--- config.mk ---
export PLATFORM = sky130hd
export DESIGN_NAME = ks_xor_cipher
export DESIGN_NICKNAME = d
export VERILOG_FILES = /design/src/rtl/ks_pkg.sv /design/src/rtl/ks_fifo.sv /design/src/rtl/ks_xor_cipher.sv
export SDC_FILE = /design/constraint.sdc
export NUM_CORES = 1
export LEC_CHECK = 0
export CAP_MARGIN = 25
export CELL_PAD_IN_SITES_DETAIL_PLACEMENT = 1
export CELL_PAD_IN_SITES_GLOBAL_PLACEMENT = 1
export CORE_ASPECT_RATIO = 2
export CORE_MARGIN = 8
export CORE_UTILIZATION = 50
export CTS_BUF_LIST = sky130_fd_sc_hd__clkbuf_8
export DETAILED_ROUTE_END_ITERATION = 6
export HOLD_SLACK_MARGIN = 0.1
export PLACE_DENSITY = 0.9
export SLEW_MARGIN = 20
export SYNTH_ARGS = -nofsm -noshare
export SYNTH_HDL_FRONTEND = slang
export SYNTH_HIERARCHICAL = 1
export SYNTH_SLANG_ARGS = --single-unit
--- constraint.sdc ---
create_clock -name clk -period 2.55 [get_ports clk]
set_input_delay 0.3825 -clock clk [delete_from_list [all_inputs] [get_ports clk]]
set_output_delay 0.3825 -clock clk [all_outputs]
set_load 0.01 [all_outputs]
--- src/rtl/ks_pkg.sv ---
// ks_pkg
// Shared definitions for the keystream XOR cipher slice.
//   - ser_state_e       : serialiser states (EMPTY, LOAD, ACTIVE)
//   - KS_BYTES_PER_WORD : keystream bytes consumed from each 32-bit word
//   - KS_IDX_W          : width of the byte index inside a word
//   - KS_LAST_IDX       : byte index of the final byte taken from a word
// Optional build macro: KS_MANTISSA_EN. When defined, only the three mantissa
// bytes (bits 23:0) of each word are used.
package ks_pkg;

    typedef enum logic [1:0] {
        EMPTY,
        LOAD,
        ACTIVE
    } ser_state_e;

`ifdef KS_MANTISSA_EN
    // The sign/exponent byte of the floating-point map output carries little
    // entropy, so it is skipped.
    localparam int KS_BYTES_PER_WORD = 3;
`else
    localparam int KS_BYTES_PER_WORD = 4;
`endif

    localparam int KS_IDX_W = 2;

    localparam logic [KS_IDX_W-1:0] KS_LAST_IDX = KS_IDX_W'(KS_BYTES_PER_WORD - 1);

endpackage

--- src/rtl/ks_fifo.sv ---
// ks_fifo
// Circular buffer of 32-bit keystream words with a registered read port.
// Ports:
//   clk, reset : clock, synchronous active-high reset
//   push       : write wdata when not full (a push while full is ignored)
//   pop        : load the head word into rdata on the next edge
//   wdata      : word to write
//   rdata      : registered head word, valid the cycle after pop
//   level      : number of words held
//   full       : level == DEPTH
module ks_fifo #(
    parameter int DEPTH = 4,
    parameter int LVL_W = 3
) (
    input  logic             clk,
    input  logic             reset,
    input  logic             push,
    input  logic             pop,
    input  logic [31:0]      wdata,
    output logic [31:0]      rdata,
    output logic [LVL_W-1:0] level,
    output logic             full
);

    localparam int PTR_W = $clog2(DEPTH);

    logic [31:0]      mem_q [DEPTH];
    logic [PTR_W-1:0] wr_ptr_q, wr_ptr_d;
    logic [PTR_W-1:0] rd_ptr_q, rd_ptr_d;
    logic [LVL_W-1:0] level_q, level_d;
    logic [31:0]      rdata_q, rdata_d;
    logic             wr_en;
    logic             rd_en;

    assign full  = (level_q == LVL_W'(DEPTH));
    assign wr_en = push & ~full;
    assign rd_en = pop & (level_q != '0);

    // DEPTH is a power of two, so plain increment wraps the pointers.
    always_comb begin
        wr_ptr_d = wr_ptr_q;
        rd_ptr_d = rd_ptr_q;
        level_d  = level_q;
        rdata_d  = rdata_q;
        if (wr_en) begin
            wr_ptr_d = wr_ptr_q + PTR_W'(1);
        end
        if (rd_en) begin
            rd_ptr_d = rd_ptr_q + PTR_W'(1);
            rdata_d  = mem_q[rd_ptr_q];
        end
        case ({wr_en, rd_en})
            2'b10:   level_d = level_q + LVL_W'(1);
            2'b01:   level_d = level_q - LVL_W'(1);
            default: level_d = level_q;
        endcase
    end

    always_ff @(posedge clk) begin
        if (reset) begin
            wr_ptr_q <= '0;
            rd_ptr_q <= '0;
            level_q  <= '0;
            rdata_q  <= '0;
        end else begin
            wr_ptr_q <= wr_ptr_d;
            rd_ptr_q <= rd_ptr_d;
            level_q  <= level_d;
            rdata_q  <= rdata_d;
        end
    end

    // Storage needs no reset; the pointers and level define what is valid.
    always_ff @(posedge clk) begin
        if (wr_en) begin
            mem_q[wr_ptr_q] <= wdata;
        end
    end

    assign rdata = rdata_q;
    assign level = level_q;

endmodule

--- src/rtl/ks_xor_cipher.sv ---
// ks_xor_cipher
// Captures keystream words from the chaotic map generator (one per rising
// edge of ks_strobe) into a FIFO, serialises each word LSB byte first and
// XORs the bytes onto a valid/ready plaintext stream.
// Ports:
//   clk, reset          : clock, synchronous active-high reset
//   ks_data, ks_strobe  : keystream word and its level strobe
//   pt_data/valid/ready : plaintext byte input handshake
//   ct_data/valid/ready : ciphertext byte output handshake
//   ks_level            : words held in the FIFO
//   ks_overflow         : sticky, a keystream word was dropped (FIFO full)
// Optional build macro: KS_MANTISSA_EN (3 bytes per word instead of 4).
module ks_xor_cipher
    import ks_pkg::*;
#(
    parameter int DEPTH = 4,
    parameter int LVL_W = 3
) (
    input  logic             clk,
    input  logic             reset,
    input  logic [31:0]      ks_data,
    input  logic             ks_strobe,
    input  logic [7:0]       pt_data,
    input  logic             pt_valid,
    output logic             pt_ready,
    output logic [7:0]       ct_data,
    output logic             ct_valid,
    input  logic             ct_ready,
    output logic [LVL_W-1:0] ks_level,
    output logic             ks_overflow
);

    ser_state_e          state_q, state_d;
    logic                strobe_q, strobe_d;
    logic                overflow_q, overflow_d;
    logic [KS_IDX_W-1:0] idx_q, idx_d;
    logic [31:0]         cur_word_q, cur_word_d;
    logic [7:0]          ct_data_q, ct_data_d;
    logic                ct_valid_q, ct_valid_d;

    logic                push;
    logic                pop;
    logic                accept;
    logic                fifo_full;
    logic [31:0]         fifo_rdata;
    logic [7:0]          ks_byte;

    // The strobe is a level from a multi-cycle iteration, so only its rising
    // edge counts; strobe_q resets to 0 so a strobe already high at reset
    // release is taken as an edge.
    assign push = ks_strobe & ~strobe_q;

    ks_fifo #(
        .DEPTH (DEPTH),
        .LVL_W (LVL_W)
    ) u_fifo (
        .clk   (clk),
        .reset (reset),
        .push  (push),
        .pop   (pop),
        .wdata (ks_data),
        .rdata (fifo_rdata),
        .level (ks_level),
        .full  (fifo_full)
    );

    // Serialiser state register.
    always_ff @(posedge clk) begin
        if (reset) begin
            state_q <= EMPTY;
        end else begin
            state_q <= state_d;
        end
    end

    // Serialiser next state.
    always_comb begin
        state_d = state_q;
        case (state_q)
            EMPTY:   if (ks_level != '0) state_d = LOAD;
            LOAD:    state_d = ACTIVE;
            ACTIVE:  if (accept && (idx_q == KS_LAST_IDX)) state_d = EMPTY;
            default: state_d = EMPTY;
        endcase
    end

    // Serialiser outputs. A byte may be taken whenever the output register is
    // empty or is being drained this cycle.
    always_comb begin
        pop      = 1'b0;
        pt_ready = 1'b0;
        case (state_q)
            EMPTY:   pop      = (ks_level != '0);
            ACTIVE:  pt_ready = ~ct_valid_q | ct_ready;
            default: ;
        endcase
    end

    assign accept  = pt_valid & pt_ready;
    assign ks_byte = cur_word_q[{idx_q, 3'b000} +: 8];

    // Datapath: word latch, byte index, ciphertext register and sticky
    // overflow. The overflow test uses the full flag before any same-cycle pop.
    always_comb begin
        strobe_d   = ks_strobe;
        overflow_d = overflow_q | (push & fifo_full);
        idx_d      = idx_q;
        cur_word_d = cur_word_q;
        ct_data_d  = ct_data_q;
        ct_valid_d = ct_valid_q;
        if (state_q == LOAD) begin
            cur_word_d = fifo_rdata;
            idx_d      = '0;
        end
        if (accept) begin
            ct_data_d  = pt_data ^ ks_byte;
            ct_valid_d = 1'b1;
            idx_d      = idx_q + KS_IDX_W'(1);
        end else if (ct_ready) begin
            ct_valid_d = 1'b0;
        end
    end

    always_ff @(posedge clk) begin
        if (reset) begin
            strobe_q   <= 1'b0;
            overflow_q <= 1'b0;
            idx_q      <= '0;
            cur_word_q <= '0;
            ct_data_q  <= '0;
            ct_valid_q <= 1'b0;
        end else begin
            strobe_q   <= strobe_d;
            overflow_q <= overflow_d;
            idx_q      <= idx_d;
            cur_word_q <= cur_word_d;
            ct_data_q  <= ct_data_d;
            ct_valid_q <= ct_valid_d;
        end
    end

    assign ct_data     = ct_data_q;
    assign ct_valid    = ct_valid_q;
    assign ks_overflow = overflow_q;

endmodule

==> reports/qor.yml <==
status: "complete, no violations"
ant_nets: 0
rsz0062_at_grt: "false"
hpwl_um: 11200
cts_inserted_buffers: 29
ys_seq_area_share_pct: 69.4
arrival_ps: 2890
synthesis.area_um2: 8010
core-area_um2: 15800
post_dp_cell_area_um2: 8780
design_area_um2: 9390
hold_viol: 0
syn_avg_cell_area_um2: 15.7
p_leak_uw: 0.00310
drt_iter0_drc: 213
path_depth: 10
die_h_um: 195
synthFlopType: "edfxtp_1"
max_stage_delay_ps: 450
crit_family: "simple AND/OR/NAND/NOR gates"
clk_pin_slew_ps: 70
required_ps: 3020
cp_common_cell: "inv_1"
synth_edf_count: 128
via_per_inst: 5.64
synth-xor-area-share_pct: 1.31
rows: 65
worst-path-buf-inv: 3
cts_max_path_buffers: 3
drcViolationCount: 0
dr.pass1.iters: 4
max_cap_viol_count: 0
grt_pass1_vias: 5235
slew_violations: 0
synth_top_area_share_pct: 48.0
switching_power_uw: 2260
routed_wl_um: 17100
synthSimpleGateAreaFrac_pct: 5.42
fin_nets: 630
cp_slowest_cell: "dfxtp_1"
stdcell_count: 801
start_kind: "flip-flop"
synth_top_family_by_area: "multiplexers"
antenna_cells: 0
die_x_um: 106
max_freq_mhz: 412
dieArea_um2: 20600
synth-adder-area-share_pct: 1.19
dp.cells: 747
ys_seq_elements: 214
fin_hold_ws_ps: 425
end_kind: "flip-flop"
initial_core_util_pct: 50.8
ys_async_sr_fraction_pct: 0
synth.distinct_cells: 38
setup_viol: 0
area_delta_synth_final_pct: 17.1
power_frac_clock_pct: 31.1
grt_pass1_wl_um: 27900
cts_root_buf: "clkbuf_8"
path_class: "flip-flop to flip-flop"
gp_congestion: 0.774
pwr-share-comb_pct: 18.7
grt_max_degree: 55
place.port_buffers: 58
fin_skew_ps: 10.4
synth_area_leaders: "edfxtp_1, dfxtp_1, mux4_2, a22o_1, nand2_1"
hold_buffers: 0
r2r.worst_path.cells: 10
min_path_cells: 2
yosys_warnings: 6
antenna_found_initial: 0
synth-compound-area-share_pct: 8.17
crit_chain: "or3b_4, inv_2, nor2_1, inv_1, ha_1, inv_1, fa_1, xor2_1, or3_1, a21oi_1"
p_per_area_nw_per_um2: 897
seqPwrFrac_pct: 50.2
drive_gt1_share_pct: 16.8
vdd_drop_max_mv: 0.627
clk_latency_ps: 540
finalSetupTns_ps: 0
intPower_uw: 6160
synth_most_common_cell: "edfxtp_1"
finalCritPeriodShare_pct: 95.1
tritoncts: "built"
pin_count: 59
syn-num-nets: 563
yosys.area.top_type: "edfxtp_1"
synth.area.mux_share_pct: 11.3
synth_commonest_cells: "edfxtp_1, dfxtp_1, nand2_1"
tightest_slew_ps: 771
critPathMaxFanout: 7
slew_headroom_pct: 48.5
hold_class: "primary input to flip-flop"
globalRouteOverflowTotal: 0
swShare_pct: 26.8
htreeDepth: 1
post-route-min-period_ps: 2420
vias: 4518
grt.total_usage_pct: 17.0
wl_per_cell_um: 21.3
syn_inst: 511
cts.sinks: 214
cell type report:
cell class,instances,area (um^2)
multi-input combinational,253,2200
inverter,9,33.8
clock buffer,34,468
tap,201,251
clock inverter,19,130
sequential,214,5570
timing repair buffer,71,736
fill,1510,6390
cell usage in the layout, fill, tap and decap left out, types with 8 or more instances in the layout:
cell type | synthesis | layout
buf_4 | 1 | 8
edfxtp_1 | 128 | 128
xnor2_1 | 9 | 9
dfxtp_1 | 86 | 85
clkdlybuf4s50_1 | 0 | 57
a22o_1 | 32 | 32
inv_1 | 8 | 17
a31oi_1 | 8 | 8
nor2_1 | 9 | 9
mux4_2 | 38 | 38
clkbuf_8 | 0 | 34
nand2_1 | 64 | 64
a21oi_1 | 41 | 41
a211oi_1 | 8 | 8
registers in the layout, summed over array words and instances (netlist names):
register / cells
u_fifo/wr_ptr_q: 2
ks_overflow: 1
ct_data: 8
idx_q: 2
state_q: 2
u_fifo/mem_q: 128
strobe_q: 1
cur_word_q: 32
u_fifo/rd_ptr_q: 2
u_fifo/level: 3
u_fifo/rdata: 32
ct_valid: 1
what timing repair did:
| action | in CTS | in global routing |
|---|---|---|
| resized for setup | 0 | 1 |
| setup buffers | 0 | 1 |
| setup endpoints to repair | 0 | 1 |
| hold endpoints to repair | 0 | 0 |
worst register-to-register path, delay by kind of cell, from the launching register on:
kind | cells | cell delay, ps
flops | 1 | 450
xor+xnor | 1 | 170
buf+inv | 3 | 210
compound gates | 1 | 150
simple gates | 3 | 820
fa+ha+maj | 2 | 550
metrics by stage:
stage                     utilization [%]  power, uW  setup WS, ps
after floorplan                         -       5350           264
after global placement               55.6       5740           191
after global routing                 59.5       8790          30.9
after CTS                            59.4       8490          40.9
final                                59.5       8420           125
after detailed placement             55.6       5870          58.2
kinds of logic (layout without fill, tap and decap cells):
logic type	after synthesis	after routing
AO/OA/AOI/OAI	97	97
multiplexers	40	40
buffers and inverters	44	133
adder cells (fa/ha/maj)	7	7
flip-flops	214	214
XOR/XNOR	12	12
AND/OR/NAND/NOR	97	97
final timing paths:
check                               startpoint                      endpoint  slack [ps]
setup / recovery  u_fifo/level[2]$_SDFFE_PP0P_  u_fifo/level[2]$_SDFFE_PP0P_         130
hold / removal                       ks_strobe           strobe_q$_SDFF_PP0_         420
setup reg to reg  u_fifo/level[2]$_SDFFE_PP0P_  u_fifo/level[2]$_SDFFE_PP0P_         130
hold reg to reg    cur_word_q[22]$_SDFFE_PP0P_   cur_word_q[22]$_SDFFE_PP0P_         460
routing by layer:
metal	GRT usage [%]	vias to the layer above	routed length, um
met3	3.23	40	652
met1	18.3	2299	6390
met4	7.30	0	586
li1	-	2079	-
met5	0	-	0
met2	31.3	100	9460
power by group through the flow:
stage,clock [uW],combinational [uW],sequential [uW]
final,2620,1570,4230
after global routing,2800,1710,4270
after CTS,2670,1580,4230
after detailed placement,0,1570,4300
after global placement,0,1480,4260
after floorplan,0,1110,4240
Note: power is estimated with default switching activity, not from simulation.
